**config.mk**
```make
export PLATFORM = sky130hd
export DESIGN_NAME = segway_math_pipe
export DESIGN_NICKNAME = d
export VERILOG_FILES = /design/src/rtl/segway_math_pkg.sv /design/src/rtl/segway_math_pipe_ss_ramp.sv /design/src/rtl/segway_math_pipe.sv
export SDC_FILE = /design/constraint.sdc
export NUM_CORES = 1
export LEC_CHECK = 0
export ABC_CLOCK_PERIOD_IN_PS = 6200
export CAP_MARGIN = 20
export CORE_MARGIN = 10
export CORE_UTILIZATION = 40
export CTS_CLUSTER_SIZE = 16
export DETAILED_ROUTE_END_ITERATION = 10
export GPL_TIMING_DRIVEN = 0
export PLACE_DENSITY_LB_ADDON = 0.15
export SYNTH_ARGS = -nofsm -noshare
export SYNTH_HDL_FRONTEND = slang
export SYNTH_HIERARCHICAL = 1
export SYNTH_SLANG_ARGS = --single-unit
```
**constraint.sdc**
```tcl
create_clock -name clk -period 6.2 [get_ports clk]
set_input_delay 1.24 -clock clk [delete_from_list [all_inputs] [get_ports clk]]
set_output_delay 1.24 -clock clk [all_outputs]
set_load 0.01 [all_outputs]
```
**src/rtl/segway_math_pkg.sv**
```systemverilog
// Shared defaults and saturation helper for the Segway math pipeline.
package segway_math_pkg;

  localparam int unsigned DEF_W               = 12;
  localparam int unsigned DEF_SS_BITS         = 8;
  localparam int unsigned DEF_STEER_MIN       = 'h200;
  localparam int unsigned DEF_STEER_MAX       = 'hE00;
  localparam int unsigned DEF_MIN_DUTY        = 'h3C0;
  localparam int unsigned DEF_LOW_TORQUE_BAND = 'h03C;
  localparam int unsigned DEF_GAIN_MULT       = 16;
  localparam int          DEF_TOO_FAST_LIM    = 1536;
  localparam int unsigned DEF_FAST_PERSIST    = 4;

  // Clamp x into the signed range of a w-bit word; caller truncates to w bits.
  function automatic logic signed [63:0] sat_signed(input logic signed [63:0] x,
                                                    input int unsigned w);
    logic signed [63:0] hi;
    logic signed [63:0] lo;
    hi = (64'sd1 <<< (w - 1)) - 64'sd1;
    lo = -hi - 64'sd1;
    if (x > hi)
      return hi;
    else if (x < lo)
      return lo;
    else
      return x;
  endfunction

endpackage

```
**src/rtl/segway_math_pipe_ss_ramp.sv**
```systemverilog
// Soft-start ramp: saturating counter advanced by ss_tick while the rider is present.
module ss_ramp #(
  parameter int unsigned SS_BITS = 8
) (
  input  logic               clk,
  input  logic               rst,
  input  logic               pwr_up,
  input  logic               ss_tick,
  output logic [SS_BITS-1:0] ss_tmr
);

  always_ff @(posedge clk) begin
    if (rst)
      ss_tmr <= '0;
    else if (!pwr_up)
      ss_tmr <= '0;
    else if (ss_tick && (ss_tmr != '1))
      ss_tmr <= ss_tmr + 1'b1;
  end

endmodule

```
**src/rtl/segway_math_pipe.sv**
```systemverilog
// Pipelined Segway math: soft-start scaling, steering mix, torque shaping with
// saturation, and a persistence-filtered over-speed flag.
module segway_math_pipe
  import segway_math_pkg::*;
#(
  parameter int unsigned W               = DEF_W,
  parameter int unsigned SS_BITS         = DEF_SS_BITS,
  parameter int unsigned STEER_MIN       = DEF_STEER_MIN,
  parameter int unsigned STEER_MAX       = DEF_STEER_MAX,
  parameter int unsigned MIN_DUTY        = DEF_MIN_DUTY,
  parameter int unsigned LOW_TORQUE_BAND = DEF_LOW_TORQUE_BAND,
  parameter int unsigned GAIN_MULT       = DEF_GAIN_MULT,
  parameter int          TOO_FAST_LIM    = DEF_TOO_FAST_LIM,
  parameter int unsigned FAST_PERSIST    = DEF_FAST_PERSIST
) (
  input  logic                clk,
  input  logic                rst,
  input  logic                pwr_up,
  input  logic                ss_tick,
  input  logic                in_vld,
  input  logic signed [W-1:0] PID_cntrl,
  input  logic        [W-1:0] steer_pot,
  input  logic                en_steer,
  output logic                out_vld,
  output logic signed [W-1:0] lft_spd,
  output logic signed [W-1:0] rght_spd,
  output logic                too_fast,
  output logic [SS_BITS-1:0]  ss_tmr
);

  localparam int unsigned XW = W + 24;
  localparam int unsigned SW = W + 3;
  localparam int unsigned CW = $clog2(FAST_PERSIST + 1);

  localparam logic        [W-1:0]  S_MIN = W'(STEER_MIN);
  localparam logic        [W-1:0]  S_MAX = W'(STEER_MAX);
  localparam logic signed [SW-1:0] MID   = SW'((1 << (W - 1)) - 1);
  localparam logic signed [XW-1:0] LTB   = XW'(LOW_TORQUE_BAND);
  localparam logic signed [XW-1:0] GM    = XW'(GAIN_MULT);
  localparam logic signed [XW-1:0] MD    = XW'(MIN_DUTY);
  localparam logic signed [W-1:0]  TFL   = W'(TOO_FAST_LIM);
  localparam logic        [CW-1:0] FP    = CW'(FAST_PERSIST);

  ss_ramp #(.SS_BITS(SS_BITS)) u_ss_ramp (
    .clk     (clk),
    .rst     (rst),
    .pwr_up  (pwr_up),
    .ss_tick (ss_tick),
    .ss_tmr  (ss_tmr)
  );

  // Capture stage: ss_tmr is latched alongside the sample, before any increment.
  logic                vld0, vld1, vld2;
  logic signed [W-1:0] pid_q;
  logic        [W-1:0] pot_q;
  logic                en_q;
  logic [SS_BITS-1:0]  ss_q;

  logic signed [W-1:0] pid_ss, steer;
  logic signed [W:0]   lft_t, rght_t;
  logic [CW-1:0]       fast_cnt;

  logic signed [W+SS_BITS:0] prod;
  logic        [W-1:0]       pot_clip;
  logic signed [SW-1:0]      steer_off, steer_x3;
  logic signed [W-1:0]       pid_ss_n, steer_n;

  always_comb begin
    prod = pid_q * $signed({1'b0, ss_q});
    pid_ss_n = W'(prod >>> SS_BITS);
    if (pot_q < S_MIN)
      pot_clip = S_MIN;
    else if (pot_q > S_MAX)
      pot_clip = S_MAX;
    else
      pot_clip = pot_q;
    steer_off = $signed({3'b000, pot_clip}) - MID;
    steer_x3  = steer_off + (steer_off <<< 1);
    steer_n   = en_q ? W'(steer_x3 >>> 4) : '0;
  end

  function automatic logic signed [W-1:0] shape(input logic signed [W:0] t);
    logic signed [XW-1:0] tx;
    logic signed [XW-1:0] mag;
    logic signed [XW-1:0] r;
    tx  = XW'(t);
    mag = (tx < 0) ? -tx : tx;
    if (mag > LTB)
      r = tx * GM;
    else if (tx >= 0)
      r = tx + MD;
    else
      r = tx - MD;
    return W'(sat_signed(64'(r), W));
  endfunction

  always_ff @(posedge clk) begin
    if (rst) begin
      vld0     <= 1'b0;
      vld1     <= 1'b0;
      vld2     <= 1'b0;
      out_vld  <= 1'b0;
      pid_q    <= '0;
      pot_q    <= '0;
      en_q     <= 1'b0;
      ss_q     <= '0;
      pid_ss   <= '0;
      steer    <= '0;
      lft_t    <= '0;
      rght_t   <= '0;
      lft_spd  <= '0;
      rght_spd <= '0;
    end else begin
      vld0    <= in_vld;
      vld1    <= vld0;
      vld2    <= vld1;
      out_vld <= vld2;
      if (in_vld) begin
        pid_q <= PID_cntrl;
        pot_q <= steer_pot;
        en_q  <= en_steer;
        ss_q  <= ss_tmr;
      end
      if (vld0) begin
        pid_ss <= pid_ss_n;
        steer  <= steer_n;
      end
      if (vld1) begin
        lft_t  <= {pid_ss[W-1], pid_ss} + {steer[W-1], steer};
        rght_t <= {pid_ss[W-1], pid_ss} - {steer[W-1], steer};
      end
      if (vld2) begin
        lft_spd  <= pwr_up ? shape(lft_t)  : '0;
        rght_spd <= pwr_up ? shape(rght_t) : '0;
      end
    end
  end

  always_ff @(posedge clk) begin
    if (rst || !pwr_up)
      fast_cnt <= '0;
    else if (out_vld) begin
      if ((lft_spd > TFL) || (rght_spd > TFL)) begin
        if (fast_cnt != FP)
          fast_cnt <= fast_cnt + 1'b1;
      end else
        fast_cnt <= '0;
    end
  end

  assign too_fast = (fast_cnt == FP);

endmodule

```
==> results of run 1 <==
==> area by class of cell <==
cell class / count / area, um2
Timing Repair Buffer: 62 / 621
Clock buffer: 19 / 453
Fill cell: 2643 / 13900
Clock inverter: 13 / 121
Inverter: 146 / 548
Sequential cell: 120 / 2400
Multi-Input combinational cell: 946 / 7570
Tap cell: 335 / 419
Buffer: 59 / 226
==> registers in the layout, indices dropped and copies added (netlist names) <==
signal	cells
lft_spd	12
ss_q	8
pid_ss	12
vld0	1
rght_spd	12
rght_t	12
fast_cnt	3
steer	11
vld2	1
vld1	1
u_ss_ramp/ss_tmr	8
pot_q	12
lft_t	13
pid_q	12
en_q	1
out_vld	1
==> cells in the mapped netlist (6+ instances only) <==
master | count | area [um2]
xor2_1 | 19 | 166
clkbuf_1 | 51 | 191
nor4_1 | 9 | 56.3
o21bai_1 | 6 | 45.0
a31oi_1 | 16 | 100
nor2_1 | 108 | 405
o21ai_1 | 10 | 50.1
nand2_1 | 98 | 368
o211ai_1 | 11 | 82.6
buf_1 | 7 | 26.3
and3_1 | 10 | 62.6
a211o_1 | 6 | 52.6
o21a_1 | 9 | 67.6
a211oi_1 | 20 | 150
a22o_1 | 11 | 96.3
a21o_1 | 13 | 97.6
mux2i_1 | 44 | 440
fa_1 | 79 | 1580
nor2b_1 | 14 | 87.6
or3_1 | 11 | 68.8
ha_1 | 91 | 1140
dfxtp_1 | 120 | 2400
inv_1 | 145 | 544
xnor2_1 | 37 | 324
o21ai_0 | 36 | 180
nand2b_1 | 8 | 50.1
nand3_1 | 25 | 125
nor3_1 | 31 | 155
a21oi_1 | 58 | 290
and2_1 | 63 | 394
a21boi_0 | 6 | 45.0
==> kinds of logic (layout without fill, tap and decap cells) <==
logic type,after synthesis,count (layout),share of synthesized area (%)
buffers and inverters,205,299,7.20
and+or+nand+nor,416,416,19.5
xor gates and xnor gates,56,56,4.56
adders and majority gates,170,170,25.3
AOI/OAI and AO/OA,257,257,16.6
muxes,47,47,4.41
DFF,120,120,22.4
==> critical path: stages (launching register included) <==
cell,delay (ns)
dfxtp_1,0.48
clkbuf_2,0.33
nand2_1,0.15
inv_1,0.14
fa_1,0.59
fa_1,0.59
inv_1,0.05
fa_1,0.48
inv_1,0.06
fa_1,0.47
ha_1,0.22
or3_1,0.36
or3_1,0.31
a31oi_1,0.29
nor3_1,0.13
or3_1,0.42
o31a_1,0.27
xnor2_1,0.14
a22o_1,0.20
==> power by group <==
part / total [uW] / internal (uW) / switching, uW
Combinational: 376 / 157 / 219
Clock: 968 / 575 / 394
Sequential: 824 / 795 / 29.6
==> how the worst min path moves through the flow <==
stage | slack [ns] | end | startpoint | cells past startpoint
final | 0.47 | lft_spd[3] | lft_spd[3] | 2
after global routing | 0.50 | lft_spd[3] | lft_spd[3] | 2
after CTS | 0.47 | lft_spd[3] | lft_spd[3] | 2
after detailed placement | 0.46 | lft_spd[3] | lft_spd[3] | 2
after global placement | 0.46 | lft_spd[1] | lft_spd[1] | 2
after floorplan | 0.45 | steer[5] | steer[5] | 2
==> per-stage QoR <==
stage | setup slack (ns) | power [uW]
2_1_floorplan | 1.02 | 1100
3_3_place_gp | 0.267 | 1210
3_5_place_dp | 0.235 | 1220
4_1_cts | 0.209 | 2190
5_1_grt | 0.0863 | 2270
6_report | 0.404 | 2170
==> per-layer routing <==
metal  global-route usage (%)  routed length, um  up-vias
met5                        0                  0        -
met4                     3.61                259        0
met3                     3.85               1380       21
met2                     28.1              12600      160
met1                     22.1              13200     4281
li1                         -                  -     4515
==> impl_metrics.py, run 1 <==
metrics = {
    "layout": {
        "areaGrowthSynthToFinish_pct": 15.0,
        "layout-drive-gt1-share_pct": 4.54,
        "fin_util_pct": 47.0,
        "nNetsFinal": 1552,
        "instances_no_fill": 1700,
        "fin_area_um2": 12400,
        "mostFrequentLayoutCells": "inv_1, dfxtp_1, nor2_1",
        "layout_commonest_cell": "inv_1",
        "antennaDiodeCount": 0,
    },
    "yosys": {
        "ys_seq_area_share_pct": 22.4,
        "syn_area_um2": 10700,
        "synth-seq-cells": 120,
        "synth_cell_type_count": 78,
        "yosysWarningCount": 6,
        "avgSynthCellArea_um2": 8.46,
        "ys_async_sr_fraction_pct": 0,
        "synth_cells": 1271,
        "synth_ff_type": "dfxtp_1",
        "synth-edff-count": 0,
        "synth_nets": 1471,
    },
    "detailed_routing": {
        "post_drt_wl_per_cell_um": 16.2,
        "vias": 8977,
        "drt_first_iter_violations": 398,
        "dr.pass1.iters": 5,
        "vias_per_cell": 5.28,
        "drt.antenna.violating_nets": 0,
        "drc": 0,
        "wirelength_um": 27500,
    },
    "global_routing": {
        "antenna_found_initial": 0,
        "grt_pass1_wl_um": 47200,
        "overflow": 0,
        "grt_pass1_vias": 9205,
        "grt_max_degree": 17,
        "grt_use_total_pct": 17.0,
    },
    "setup_path": {
        "worst_setup_path_start_kind": "flop",
        "r2r_slack_ns": 0.40,
        "r2r-start": "ss_q[0]",
        "crit_path_end_kind": "flop",
        "cp.required_ns": 6.51,
        "crit_fanout": 10,
        "worstSetupStartpoint": "ss_q[0]",
        "crit_end": "pid_ss[11]",
        "r2r-end": "pid_ss[11]",
        "r2r_cells": 18,
        "worstSetupPathType": "reg2reg",
        "crit_arrival_ns": 6.10,
    },
    "placed_design": {
        "gp_congestion": 0.869,
        "dp.cells": 1668,
        "io_buffer_count": 62,
        "placed_cell_area_um2": 11800,
        "dpl.hpwl_um": 21800,
    },
    "timing": {
        "setup_violations": 0,
        "holdWs_ns": 0.467,
        "rsz0062_at_grt": "false",
        "worst_pin_slew_ns": 0.989,
        "final.setup_skew_ns": 0.0118,
        "drv_slew": 0,
        "fin_setup_tns_ns": 0,
        "fin_crit_ns": 5.80,
        "maxSlewHeadroom_pct": 34.1,
        "period_share_pct": 93.5,
        "fmax_ghz": 0.173,
        "finalHoldViolations": 0,
    },
    "clocking": {
        "clk_latency_ns": 0.42,
        "clock-sinks": 120,
        "root_buffer": "clkbuf_16",
        "cts_setup_buffers": 0,
        "clk_pin_slew_ns": 0.06,
        "cts.repair.resized": 0,
        "hold_buffers": 0,
        "cts_buffers": 17,
        "clockBufferDepth": 2,
        "htreeDepth": 4,
        "cts_tree": "done",
    },
    "die": {
        "coreArea_um2": 26300,
        "start_util_pct": 40.9,
        "die_y_um": 184,
        "io_pins": 64,
        "die_w_um": 184,
        "die_area_um2": 33800,
        "rows": 59,
    },
    "power_and_ir_drop": {
        "leakagePower_uw": 0.00533,
        "p_per_area_nw_per_um2": 175,
        "vdd_drop_max_v": 0.000117,
    },
    "status": {
        "outcome": "finished, final reports clean",
    },
    "job": {
        "max_cap_violations": 0,
    },
    "worst_hold_path": {
        "hp-class": "reg2reg",
    },
}
Note: power is estimated with default switching activity, not from simulation.
==> run 2: changes to the inputs <==
--- a/config.mk
+++ b/config.mk
@@ -13,6 +13,7 @@
 export DETAILED_ROUTE_END_ITERATION = 10
 export GPL_TIMING_DRIVEN = 0
 export PLACE_DENSITY_LB_ADDON = 0.15
+export SLEW_MARGIN = 20
 export SYNTH_ARGS = -nofsm -noshare
 export SYNTH_HDL_FRONTEND = slang
 export SYNTH_HIERARCHICAL = 1
==> results of run 2 <==
No change in the layout: final DEF, timing and power equal those of run 1.
